$ cat config.mk
export PLATFORM = sky130hd
export DESIGN_NAME = basilisk_reg_scoreboard_flat
export DESIGN_NICKNAME = d
export VERILOG_FILES = /design/src/rtl/basilisk.sv /design/src/rtl/basilisk_decode_util.sv /design/src/rtl/basilisk_reg_scoreboard_pkg.sv /design/src/rtl/basilisk_reg_scoreboard_if.sv /design/src/rtl/basilisk_reg_scoreboard_counter.sv /design/src/rtl/basilisk_reg_scoreboard.sv /design/src/flat_wrapper.sv
export SDC_FILE = /design/constraint.sdc
export NUM_CORES = 1
export LEC_CHECK = 0
export CAP_MARGIN = 20
export CORE_ASPECT_RATIO = 0.5
export CORE_MARGIN = 10
export CORE_UTILIZATION = 45
export CTS_BUF_LIST = sky130_fd_sc_hd__clkbuf_4 sky130_fd_sc_hd__clkbuf_8 sky130_fd_sc_hd__clkbuf_16
export CTS_CLUSTER_DIAMETER = 30
export DETAILED_ROUTE_END_ITERATION = 16
export PLACE_DENSITY = 0.68
export SLEW_MARGIN = 15
export SYNTH_ARGS = -nofsm -noshare
export SYNTH_HDL_FRONTEND = slang
export SYNTH_SLANG_ARGS = --single-unit
$ cat constraint.sdc
create_clock -name clk -period 5.4 [get_ports clk]
set_clock_uncertainty 0.05 [all_clocks]
set_input_delay 0.54 -clock clk [delete_from_list [all_inputs] [get_ports clk]]
set_output_delay 0.54 -clock clk [all_outputs]
set_load 0.02 [all_outputs]
$ cat src/rtl/basilisk.sv
// Shared Basilisk core constants and types.
package basilisk;

    localparam int BASILISK_NUM_FREGS = 32;

    typedef logic [4:0] basilisk_freg_idx_t;

endpackage

$ cat src/rtl/basilisk_decode_util.sv
// Shared decode helpers: the per-register status encoding that decode's
// dependency check consumes. VALID means no outstanding write.
package basilisk_decode_util;

    typedef enum logic [1:0] {
        VALID     = 2'd0,
        INVALID   = 2'd1,
        SLIDEUP   = 2'd2,
        SLIDEDOWN = 2'd3
    } basilisk_decode_reg_status_t;

endpackage

$ cat src/rtl/basilisk_reg_scoreboard_pkg.sv
// Scoreboard-local defaults and helpers for basilisk_reg_scoreboard.
package basilisk_reg_scoreboard_pkg;
    import basilisk_decode_util::*;

    localparam int SB_NUM_REGS   = basilisk::BASILISK_NUM_FREGS;
    localparam int SB_PEND_WIDTH = 2;

    // VALID is reserved for "no write pending" and cannot be issued.
    function automatic logic sb_kind_legal(input basilisk_decode_reg_status_t k);
        return k != VALID;
    endfunction

endpackage

$ cat src/rtl/basilisk_reg_scoreboard_if.sv
// Decode/writeback-facing bundle of the register scoreboard.
// master = decode/writeback side, slave = scoreboard.
interface basilisk_reg_scoreboard_if #(
    parameter int NUM_REGS = 32
);
    import basilisk_decode_util::*;

    localparam int IDX_W = $clog2(NUM_REGS);

    logic                        issue_valid;
    logic                        issue_ready;
    logic [IDX_W-1:0]            issue_rd;
    basilisk_decode_reg_status_t issue_kind;
    logic                        wb0_valid;
    logic [IDX_W-1:0]            wb0_rd;
    logic                        wb1_valid;
    logic [IDX_W-1:0]            wb1_rd;
    logic                        flush;
    logic [2*NUM_REGS-1:0]       reg_status;
    logic                        busy;
    logic                        error;

    modport master (
        output issue_valid, issue_rd, issue_kind,
        output wb0_valid, wb0_rd, wb1_valid, wb1_rd, flush,
        input  issue_ready, reg_status, busy, error
    );

    modport slave (
        input  issue_valid, issue_rd, issue_kind,
        input  wb0_valid, wb0_rd, wb1_valid, wb1_rd, flush,
        output issue_ready, reg_status, busy, error
    );
endinterface

$ cat src/rtl/basilisk_reg_scoreboard_counter.sv
// basilisk_reg_pending_counter: outstanding-write count and latest kind for
// one register. Net update is +inc -dec0 -dec1, clamped at zero.
module basilisk_reg_pending_counter
    import basilisk_decode_util::*;
#(
    parameter int PEND_WIDTH = 2
) (
    input  logic                        clk,
    input  logic                        rst,
    input  logic                        inc,
    input  logic                        dec0,
    input  logic                        dec1,
    input  logic                        flush,
    input  basilisk_decode_reg_status_t kind_in,
    output logic [PEND_WIDTH-1:0]       cnt,
    output basilisk_decode_reg_status_t kind,
    output logic                        underflow
);
    logic [PEND_WIDTH-1:0]       cnt_reg, cnt_next;
    basilisk_decode_reg_status_t kind_reg, kind_next;
    logic [PEND_WIDTH+1:0]       up, dn, diff;

    always_comb begin
        up        = {2'b00, cnt_reg} + {{(PEND_WIDTH+1){1'b0}}, inc};
        dn        = {{(PEND_WIDTH+1){1'b0}}, dec0} + {{(PEND_WIDTH+1){1'b0}}, dec1};
        diff      = up - dn;
        underflow = (up < dn) && !flush;
        cnt_next  = diff[PEND_WIDTH-1:0];
        kind_next = inc ? kind_in : kind_reg;
        if (flush) begin
            cnt_next  = '0;
            kind_next = VALID;
        end else if (up < dn) begin
            cnt_next  = '0;
        end
    end

    always_ff @(posedge clk) begin
        if (!rst) begin
            cnt_reg  <= '0;
            kind_reg <= VALID;
        end else begin
            cnt_reg  <= cnt_next;
            kind_reg <= kind_next;
        end
    end

    assign cnt  = cnt_reg;
    assign kind = kind_reg;
endmodule

$ cat src/rtl/basilisk_reg_scoreboard.sv
// Per-register write-pending scoreboard for the FP/vector register file.
// Optional BASILISK_SCOREBOARD_BYPASS_EN: same-cycle writebacks show on reg_status/issue_ready.
module basilisk_reg_scoreboard
    import basilisk_decode_util::*;
    import basilisk_reg_scoreboard_pkg::*;
#(
    parameter int NUM_REGS   = SB_NUM_REGS,
    parameter int PEND_WIDTH = SB_PEND_WIDTH
) (
    input  logic                     clk,
    input  logic                     rst,
    basilisk_reg_scoreboard_if.slave bus
);
    localparam int IDX_W = $clog2(NUM_REGS);
    localparam logic [PEND_WIDTH-1:0] CNT_MAX = '1;

    logic                        issue_fire;
    basilisk_decode_reg_status_t kind_in;
    logic [PEND_WIDTH-1:0]       cnt      [NUM_REGS];
    logic [PEND_WIDTH-1:0]       cnt_view [NUM_REGS];
    basilisk_decode_reg_status_t kind     [NUM_REGS];
    logic [NUM_REGS-1:0]         underflow;
    logic [NUM_REGS-1:0]         pending;
    logic [2*NUM_REGS-1:0]       status_vec;
    logic                        error_reg;

    assign issue_fire = bus.issue_valid && bus.issue_ready;
    // An illegal VALID issue is still tracked, but as INVALID so decode stalls.
    assign kind_in = sb_kind_legal(bus.issue_kind) ? bus.issue_kind : INVALID;

    generate
        for (genvar gi = 0; gi < NUM_REGS; gi++) begin : g_reg
            logic inc, dec0, dec1;
            assign inc  = issue_fire    && (bus.issue_rd == IDX_W'(gi));
            assign dec0 = bus.wb0_valid && (bus.wb0_rd   == IDX_W'(gi));
            assign dec1 = bus.wb1_valid && (bus.wb1_rd   == IDX_W'(gi));

            basilisk_reg_pending_counter #(.PEND_WIDTH(PEND_WIDTH)) u_cnt (
                .clk       (clk),
                .rst       (rst),
                .inc       (inc),
                .dec0      (dec0),
                .dec1      (dec1),
                .flush     (bus.flush),
                .kind_in   (kind_in),
                .cnt       (cnt[gi]),
                .kind      (kind[gi]),
                .underflow (underflow[gi])
            );

`ifdef BASILISK_SCOREBOARD_BYPASS_EN
            logic [PEND_WIDTH:0] dsum;
            logic [PEND_WIDTH:0] post;
            assign dsum = {{PEND_WIDTH{1'b0}}, dec0} + {{PEND_WIDTH{1'b0}}, dec1};
            assign post = {1'b0, cnt[gi]} - dsum;
            assign cnt_view[gi] = ({1'b0, cnt[gi]} >= dsum) ? post[PEND_WIDTH-1:0] : '0;
`else
            assign cnt_view[gi] = cnt[gi];
`endif

            assign status_vec[2*gi +: 2] = (cnt_view[gi] == '0) ? VALID : kind[gi];
            assign pending[gi]           = (cnt[gi] != '0);
        end
    endgenerate

    always_ff @(posedge clk) begin
        if (!rst) begin
            error_reg <= 1'b0;
        end else if ((|underflow) || (issue_fire && !sb_kind_legal(bus.issue_kind))) begin
            error_reg <= 1'b1;
        end
    end

    assign bus.issue_ready = !bus.flush && (cnt_view[bus.issue_rd] != CNT_MAX);
    assign bus.reg_status  = status_vec;
    assign bus.busy        = |pending;
    assign bus.error       = error_reg;
endmodule

$ cat src/flat_wrapper.sv
// flat-port wrapper written by rule: the top's interface ports become plain ports
module basilisk_reg_scoreboard_flat import basilisk_decode_util::*; import basilisk_reg_scoreboard_pkg::*;
#(
    parameter int NUM_REGS   = SB_NUM_REGS,
    parameter int PEND_WIDTH = SB_PEND_WIDTH
)
  (clk, rst, bus_issue_valid, bus_issue_rd, bus_issue_kind, bus_wb0_valid, bus_wb0_rd, bus_wb1_valid, bus_wb1_rd, bus_flush, bus_issue_ready, bus_reg_status, bus_busy, bus_error);
  basilisk_reg_scoreboard_if #(.NUM_REGS(NUM_REGS)) bus_i ();
  input  logic clk;
  input  logic rst;
  input wire logic [$bits(bus_i.issue_valid)-1:0] bus_issue_valid;
  input wire logic [$bits(bus_i.issue_rd)-1:0] bus_issue_rd;
  input wire logic [$bits(bus_i.issue_kind)-1:0] bus_issue_kind;
  input wire logic [$bits(bus_i.wb0_valid)-1:0] bus_wb0_valid;
  input wire logic [$bits(bus_i.wb0_rd)-1:0] bus_wb0_rd;
  input wire logic [$bits(bus_i.wb1_valid)-1:0] bus_wb1_valid;
  input wire logic [$bits(bus_i.wb1_rd)-1:0] bus_wb1_rd;
  input wire logic [$bits(bus_i.flush)-1:0] bus_flush;
  output wire logic [$bits(bus_i.issue_ready)-1:0] bus_issue_ready;
  output wire logic [$bits(bus_i.reg_status)-1:0] bus_reg_status;
  output wire logic [$bits(bus_i.busy)-1:0] bus_busy;
  output wire logic [$bits(bus_i.error)-1:0] bus_error;
  assign bus_i.issue_valid = bus_issue_valid;
  assign bus_i.issue_rd = bus_issue_rd;
  assign bus_i.issue_kind = bus_issue_kind;
  assign bus_i.wb0_valid = bus_wb0_valid;
  assign bus_i.wb0_rd = bus_wb0_rd;
  assign bus_i.wb1_valid = bus_wb1_valid;
  assign bus_i.wb1_rd = bus_wb1_rd;
  assign bus_i.flush = bus_flush;
  assign bus_issue_ready = bus_i.issue_ready;
  assign bus_reg_status = bus_i.reg_status;
  assign bus_busy = bus_i.busy;
  assign bus_error = bus_i.error;
  basilisk_reg_scoreboard #(.NUM_REGS(NUM_REGS), .PEND_WIDTH(PEND_WIDTH)) u_core (.clk(clk), .rst(rst), .bus(bus_i));
endmodule
==> results.md, run 1 <==
- Layout Utilization: 54.4%
- List of most frequent post-synthesis cells: sky130_fd_sc_hd__dfxtp_1, sky130_fd_sc_hd__ha_1, sky130_fd_sc_hd__nor2_1
- Endpoints failing hold: 0
- Routed vias: 8071
- I/O Buffers: 89
- DRC violation count after routing: 0
- Overall die width: 224 um
- Number of buffers on the longest clock path: 2
- TritonCTS clock tree: built
- Number of max-capacitance violations reported: 0
- Worst Path Class, Setup: in -> reg
- R2R Path Start: u_core.g_reg[13].u_cnt.cnt[0]$_SDFF_PP0_
- Routability congestion estimate from global placement: 0.948
- TritonRoute pass-1 iters: 5
- Nets in the synthesized netlist: 1249
- Total clock buffers created by CTS: 17
- Required time at the worst-slack endpoint: 5680 ps
- Row count: 37
- Vertical extent of the die: 122 um
- Biggest area consumer among synthesized cells: sky130_fd_sc_hd__dfxtp_1
- Total number of cells along the worst setup path: 14
- Reg clk slew, reported paths: 60 ps
- Primary flip-flop cell chosen by synthesis mapping: sky130_fd_sc_hd__dfxtp_1
- Cell seen most often among critical-path stages: sky130_fd_sc_hd__nand4_1
- Slew at the pin with the worst max-slew slack: 928 ps
- Growth of design area from synthesis to finish: 18.9%
- Via count of the first global-routing pass: 7902
- RR Endpoint: u_core.bus.error$_SDFFE_PN0P_
- DP Wirelength: 24100 um
- Internal reg-to-reg setup slack: 980 ps
- Leading post-synthesis cells by cell area: sky130_fd_sc_hd__dfxtp_1, sky130_fd_sc_hd__ha_1, sky130_fd_sc_hd__fa_1
- Share of cells above drive strength 1: 7.40%
- Clock latency at the later pin of the worst-skew pair: 440 ps
- Area taken by multi-input logic gates: 0.00622 mm2
- Number of filler cells placed in the layout: 1869
- Unrepaired setup endpoints after global routing: false
- Reported leakage power: 4.25 nW
- Hold EP: u_core.g_reg[11].u_cnt.kind[0]$_SDFFE_PP0P_
- Final max-slew violation count: 0
- Per-cell via count in the routed design: 5.62
- Tightest Hold Check Type: reg -> reg
- Share of the yosys chip area belonging to registers: 27.5%
- Clock tree root buffer cell: sky130_fd_sc_hd__clkbuf_16
- Die Area: 0.0274 mm2
- Cell count of the worst reg-to-reg path: 12
- Maximum number of pins on one net before global-route repair: 59
- Warnings, synthesis: 0
- Area occupied by registers: 0.00258 mm2
- Number of enable flip-flop cells after synthesis: 0
- Upper clock frequency limit: 204 MHz
- Sum of negative setup slack: 0 ps
- Flip-flop and latch count after synthesis: 129
- # H-tree levels: 4
- Final critical delay including setup and external delays: 4910 ps
- Post-synthesis instance area: 0.00940 mm2
- Area share of the largest cell type after synthesis: 27.5%
- Number of cells on the worst hold path: 2
- Final critical-path share of the clock period: 90.9%
- Share of flip-flops with an asynchronous set or reset after synthesis: 0%
- Global-route total usage across every layer: 21.7%
- Most used standard cell by instance count after synthesis: sky130_fd_sc_hd__dfxtp_1
- Total gr overflow: 0
- Count of buffering cells on the critical path with inverters included: 3
- Initial Util: 45.7%
- Core Region: 0.0206 mm2
- Number of setup buffers added after CTS: 0
- Arrival time worst endpoint: 5190 ps
- Average wire per standard cell: 20.7 um
- Nets@finish: 1332
- Nature of the critical path startpoint: input port
- VDD IR max: 0.000195 V
- Distinct cell type count after synthesis: 62
- Result of the run: finished, final reports clean
- Number of antenna violations at the first check in global routing: 3
- Endpoints failing setup: 0
- Wire length of the first global-routing pass: 45400 um
- Setup crit end kind: flip-flop
- CTS resizes: 0
- Largest fanout on the critical path: 23
- Critical-path cell list: clkdlybuf4s50_1 -> buf_4 -> nand3b_1 -> nand4_1 -> o211a_1 -> nor2_1 -> ha_1 -> inv_1 -> fa_1 -> o31ai_1 -> nand4_1 -> nor4_1 -> a31oi_1 -> a311o_1
- ANT nets after route: 0
- Drt initial violations: 736
- Slowest stage cell on the critical path: sky130_fd_sc_hd__clkdlybuf4s50_1
- Cell family contributing the most delay on the critical path: simple AND/OR/NAND/NOR gates
- Worst rel slew slack: 37.9%
- Io pins: 90
- Startpoint of the worst hold path: u_core.g_reg[11].u_cnt.kind[0]$_SDFFE_PP0P_
- Total detailed-routing wirelength: 29700 um
- Num Clock Sinks: 129
- CP peak stage delay: 680 ps
- CTS Hold Buffers Added: 0
- Gate count after technology mapping: 1066
- Ratio of total power to cell area: 214 mW/mm2
- Post-Synthesis Mean Instance Area: 8.82 um2
worst min-delay path: stages, from the launching register on:
cell and delay (ps):
sky130_fd_sc_hd__dfxtp_1 300, sky130_fd_sc_hd__nand2_1 50, sky130_fd_sc_hd__mux2i_1 50
report_power, final:
group	switching, W	internal (W)
combinational	0.000139	0.0000692
clock	0.000454	0.000769
sequential	0.00000572	0.000957
layout by cell type, fill, tap and decap left out, types with 3 or more instances in the layout:
master                              n
sky130_fd_sc_hd__bufinv_16          3
sky130_fd_sc_hd__o31ai_1           36
sky130_fd_sc_hd__dfxtp_1          129
sky130_fd_sc_hd__nand2b_1           8
sky130_fd_sc_hd__nand4_1           26
sky130_fd_sc_hd__nor3_1            51
sky130_fd_sc_hd__ha_1             128
sky130_fd_sc_hd__mux2i_1           47
sky130_fd_sc_hd__o21ai_0            6
sky130_fd_sc_hd__o21ai_1            7
sky130_fd_sc_hd__nor3b_1           29
sky130_fd_sc_hd__a21oi_1           15
sky130_fd_sc_hd__nand2_1           71
sky130_fd_sc_hd__buf_4             17
sky130_fd_sc_hd__o31a_1             4
sky130_fd_sc_hd__clkbuf_16         17
sky130_fd_sc_hd__clkbuf_4           4
sky130_fd_sc_hd__o21ai_2            3
sky130_fd_sc_hd__nor4_1             7
sky130_fd_sc_hd__clkdlybuf4s50_1   89
sky130_fd_sc_hd__nand4bb_1          3
sky130_fd_sc_hd__or3_1              5
sky130_fd_sc_hd__nor3_2            13
sky130_fd_sc_hd__nand3_1           30
sky130_fd_sc_hd__fa_1              32
sky130_fd_sc_hd__nor2_1           114
sky130_fd_sc_hd__clkinvlp_4         3
sky130_fd_sc_hd__nand4b_1           5
sky130_fd_sc_hd__nand3b_1           7
sky130_fd_sc_hd__nor2b_1           62
sky130_fd_sc_hd__o21a_1             8
sky130_fd_sc_hd__inv_1            105
sky130_fd_sc_hd__xnor2_1           32
per-stage QoR:
step                cells  hold slack (ps)  area, um2  total power, W  setup slack [ps]
floorplan            1066              377       9400         0.00111              1720
global placement     1403              388      10600         0.00118               241
finish               1436              403      11200         0.00239               490
global route         1436              424      11200         0.00247               232
detailed placement   1403              395      10600         0.00118               216
CTS                  1435              403      11200         0.00240               576
per-layer routing:
metal / share of wire (%) / global-route usage, % / wire length, um
met5: 0 / 0 / 0
met4: 2.4 / 7.51 / 721
met3: 8.8 / 7.44 / 2620
met2: 45 / 34.7 / 13500
met1: 43 / 27.2 / 12900
area by class of cell:
class / count / area share, %
well taps: 273 / 3.06
clock buffers: 23 / 4.32
inverters: 106 / 3.56
diodes: 1 / 0.0224
repair buffers: 106 / 9.11
flip-flops and latches: 129 / 23.1
clock inverters: 9 / 1.18
multi-input cells: 789 / 55.6
cells by family (layout without fill, tap and decap cells):
family | count (synthesis) | in the layout | synth area share [%]
other | 0 | 1 | 0
buffers and inverters | 148 | 244 | 6.49
flip-flops | 129 | 129 | 27.5
adder cells (fa/ha/maj) | 160 | 160 | 23.8
AND/OR/NAND/NOR | 454 | 454 | 26.7
XOR/XNOR | 32 | 32 | 2.98
AO/OA/AOI/OAI | 94 | 94 | 7.07
multiplexers | 49 | 49 | 5.48
how the worst max path moves through the flow:
stage                    startpoint                             to
floorplan           bus_issue_rd[3]  u_core.bus.error$_SDFFE_PN0P_
global placement    bus_issue_rd[3]  u_core.bus.error$_SDFFE_PN0P_
detailed placement  bus_issue_rd[3]  u_core.bus.error$_SDFFE_PN0P_
CTS                 bus_issue_rd[3]  u_core.bus.error$_SDFFE_PN0P_
global route        bus_issue_rd[3]  u_core.bus.error$_SDFFE_PN0P_
finish              bus_issue_rd[3]  u_core.bus.error$_SDFFE_PN0P_
Note: power is estimated with default switching activity, not from simulation.
==> run 2, diff against run 1 <==
- GPL_ROUTABILITY_DRIVEN: not set -> 1
- SYNTH_HIERARCHICAL: not set -> 1
==> run 2 against run 1 <==
  * Non-clock buffer count rose by 58
  * Via count grew 2.6%
  * Clock power down 4%
  * Register-to-register slack lost 450 ps
  * First-iteration DRC count shrank 7.7%
  * Utilization up 1.9 points
  * Cell count grew 6.2%
  * Critical path depth grew 3
  * Die area up 3.9%
  * Global-route usage fell by 0.80 points
  * Largest power group unchanged
  * Critical endpoint is now u_core/bus.error$_SDFFE_PN0P_
  * Worst setup slack got worse by 280 ps
==> results.md, run 2 <==
- Diodes inserted: 0 (-1)
- Reg clk slew, reported paths: 60 ps (about the same)
- Largest fanout on the critical path: 7 (-70%)
- Number of max-capacitance violations reported: 0 (unchanged)
- Nets in the synthesized netlist: 1235 (-1.1%)
- Routed vias: 8281 (+2.6%)
- Num Clock Sinks: 129 (unchanged)
- Setup crit end kind: flip-flop
- Share of flip-flops with an asynchronous set or reset after synthesis: 0% (unchanged)
- Initial Util: 45.6% (-0.14 points)
- DRC violation count after routing: 0 (unchanged)
- Average wire per standard cell: 19.6 um (-5.3%)
- TritonCTS clock tree: built
- Endpoints failing setup: 0 (unchanged)
- Total gr overflow: 0 (unchanged)
- Post-synthesis instance area: 0.00982 mm2 (+4.5%)
- VDD IR max: 0.000179 V (-8.3%)
- Placed cell count: 1493 (+6.4%)
- Required time at the worst-slack endpoint: 5670 ps (about the same)
- Number of buffers on the longest clock path: 2 (unchanged)
- Wire length of the first global-routing pass: 47200 um (+4.0%)
- Startpoint of the worst hold path: u_core/g_reg[1].u_cnt/kind[0]$_SDFFE_PP0P_
- Global-route total usage across every layer: 20.9% (-0.80 points)
- Cell count of the worst reg-to-reg path: 16 (+4)
- Core Region: 0.0215 mm2 (+4.8%)
- ANT nets after route: 0 (unchanged)
- Final critical delay including setup and external delays: 5190 ps (+282 ps)
- Upper clock frequency limit: 193 MHz (-5.4%)
- Number of enable flip-flop cells after synthesis: 0 (unchanged)
- Sum of negative setup slack: 0 ps (unchanged)
- Row count: 38 (+2.7%)
- Result of the run: finished, final reports clean
- Overall die width: 229 um (+2.0%)
- Ratio of total power to cell area: 195 mW/mm2 (-9.1%)
- Vertical extent of the die: 124 um (+1.8%)
- Arrival time worst endpoint: 5460 ps (+270 ps)
- Via count of the first global-routing pass: 8447 (+6.9%)
- Warnings, synthesis: 6 (+6)
- Slew at the pin with the worst max-slew slack: 1120 ps (+194 ps)
- Distinct cell type count after synthesis: 44 (-29%)
- Leading post-synthesis cells by cell area: sky130_fd_sc_hd__dfxtp_1, sky130_fd_sc_hd__ha_1, sky130_fd_sc_hd__mux2i_1
- Total detailed-routing wirelength: 29900 um (+0.55%)
- Number of setup buffers added after CTS: 0 (unchanged)
- Biggest area consumer among synthesized cells: sky130_fd_sc_hd__dfxtp_1
- Primary flip-flop cell chosen by synthesis mapping: sky130_fd_sc_hd__dfxtp_1
- Gate count after technology mapping: 1052 (-1.3%)
- Internal reg-to-reg setup slack: 530 ps (-450 ps)
- Final max-slew violation count: 0 (unchanged)
- Clock latency at the later pin of the worst-skew pair: 440 ps (about the same)
- Area share of the largest cell type after synthesis: 26.3% (-1.2 points)
- CTS Hold Buffers Added: 0 (unchanged)
- Non-filler cells in the finished layout: 1525 (+6.2%)
- RR Endpoint: u_core/bus.error$_SDFFE_PN0P_
- Share of the yosys chip area belonging to registers: 26.3% (-1.2 points)
- Worst rel slew slack: 25.2% (-13 points)
- Most common cell after layout, fill and taps aside: sky130_fd_sc_hd__nor2_1
- Nets@finish: 1395 (+4.7%)
- Share of cells above drive strength 1: 15.5% (+8.1 points)
- Unrepaired setup endpoints after global routing: false
- Total clock buffers created by CTS: 17 (unchanged)
- Post-Synthesis Mean Instance Area: 9.34 um2 (+5.9%)
- DP Wirelength: 23500 um (-2.6%)
- Reported leakage power: 4.83 nW (+14%)
- # H-tree levels: 4 (unchanged)
- Hold EP: u_core/g_reg[1].u_cnt/kind[0]$_SDFFE_PP0P_
- List of most frequent post-synthesis cells: sky130_fd_sc_hd__nor2_1, sky130_fd_sc_hd__dfxtp_1, sky130_fd_sc_hd__ha_1
- Routability congestion estimate from global placement: 0.957 (+0.86%)
- Growth of design area from synthesis to finish: 23.4%
- Per-cell via count in the routed design: 5.43 (-3.4%)
- Tightest Hold Check Type: reg -> reg
- Flip-flop and latch count after synthesis: 129 (unchanged)
- Io pins: 90 (unchanged)
- I/O Buffers: 89 (unchanged)
- Worst Path Class, Setup: in -> reg
- Most frequent cells in the layout: sky130_fd_sc_hd__nor2_1, sky130_fd_sc_hd__dfxtp_1, sky130_fd_sc_hd__ha_1
- Maximum number of pins on one net before global-route repair: 42 (-29%)
- Endpoints failing hold: 0 (unchanged)
- R2R Path Start: u_core/g_reg[22].u_cnt/cnt[1]$_SDFF_PP0_
- Die Area: 0.0285 mm2 (+3.9%)
- Most used standard cell by instance count after synthesis: sky130_fd_sc_hd__nor2_1
- Nature of the critical path startpoint: input port
- Clock tree root buffer cell: sky130_fd_sc_hd__clkbuf_16
- Final critical-path share of the clock period: 96.1% (+5.2 points)
- Drt initial violations: 679 (-7.7%)
- Number of antenna violations at the first check in global routing: 0 (-3)
- Number of cells on the worst hold path: 2 (unchanged)
- TritonRoute pass-1 iters: 5 (unchanged)
-- run 2: cell types whose count changed after synthesis, sizes merged, moves of 16 or more --
cell	change
nor2b	-33
nand4	-16
o21a	+37
nor2	+25
nand2b	+31
xor2	+32
xnor2	-32
o31ai	-36
mux2i	+23
a211oi	+26
or3b	+27
nand2	-46
-- run 2: critical path, stage by stage --
cell	delay, ps
sky130_fd_sc_hd__clkdlybuf4s50_1	600
sky130_fd_sc_hd__mux4_2	530
sky130_fd_sc_hd__and2_0	160
sky130_fd_sc_hd__a31oi_1	160
sky130_fd_sc_hd__o22ai_1	110
sky130_fd_sc_hd__or3_1	440
sky130_fd_sc_hd__buf_4	190
sky130_fd_sc_hd__nor3_1	330
sky130_fd_sc_hd__ha_1	270
sky130_fd_sc_hd__fa_1	200
sky130_fd_sc_hd__or3b_1	390
sky130_fd_sc_hd__nor3b_2	170
sky130_fd_sc_hd__nor4_1	330
sky130_fd_sc_hd__buf_4	190
sky130_fd_sc_hd__nand4_1	100
sky130_fd_sc_hd__or4_1	490
sky130_fd_sc_hd__o31a_1	250
-- run 2: how the worst max path moves through the flow --
| stage | from | endpoint | slack, ps |
|---|---|---|---|
| after floorplan | bus_issue_rd[3] | u_core/bus.error$_SDFFE_PN0P_ | 650 |
| after global placement | bus_issue_rd[1] | u_core/bus.error$_SDFFE_PN0P_ | 20 |
| after detailed placement | bus_issue_rd[1] | u_core/bus.error$_SDFFE_PN0P_ | -150 |
| after CTS | bus_issue_rd[3] | u_core/bus.error$_SDFFE_PN0P_ | 280 |
| after global routing | bus_issue_rd[3] | u_core/bus.error$_SDFFE_PN0P_ | 20 |
| final | bus_issue_rd[3] | u_core/bus.error$_SDFFE_PN0P_ | 210 |
-- run 2: final cells by class --
class,instances,area (um2)
clock inverters,10,108
flip-flops and latches,129,2580
clock buffers,22,488
inverters,93,349
multi-input cells,807,6770
fillers,1893,9410
repair buffers,164,1460
well taps,300,375
-- run 2: power breakdown --
part / switching (W) / internal (W)
registers: 0.00000620 / 0.000957
clock network: 0.000438 / 0.000728
logic: 0.000146 / 0.0000854
total: 0.000590 / 0.00177
-- run 2: logic make-up (layout without fill, tap and decap cells) --
kind of cell    after synthesis  count (layout)  synth area share [%]
simple gates                450             450                  27.3
fa+ha+maj                   160             160                  22.8
flops                       129             129                  26.3
buf+inv                     116             289                  4.87
compound gates               93              93                  8.29
mux                          72              72                  7.59
xor+xnor                     32              32                  2.85
-- run 2: timing repair --
item / in CTS / in global routing
setup endpoints to repair: 0 / 1
gates resized for setup: 0 / 1
hold endpoints to repair: 0 / 0
-- run 2: through the flow --
| stage | cell area, um2 | setup WS (ps) | hold WS, ps | power (W) | util [%] |
|---|---|---|---|---|---|
| 2_1_floorplan | 9820 | 645 | 402 | 0.00111 | - |
| 3_3_place_gp | 11500 | 17.1 | 416 | 0.00121 | 53.5 |
| 3_5_place_dp | 11500 | -147 | 423 | 0.00121 | 53.5 |
| 4_1_cts | 12100 | 282 | 439 | 0.00238 | 56.3 |
| 5_1_grt | 12100 | 22.4 | 457 | 0.00244 | 56.3 |
| 6_report | 12100 | 208 | 432 | 0.00236 | 56.3 |
-- run 2: per-layer routing --
layer  global-route usage (%)  wire length (um)  part of all wire [%]
met3                     5.75              2500                   8.4
met1                     28.3             13600                    46
met4                     5.50               399                   1.3
met5                        0                 0                     0
met2                     32.3             13400                    45
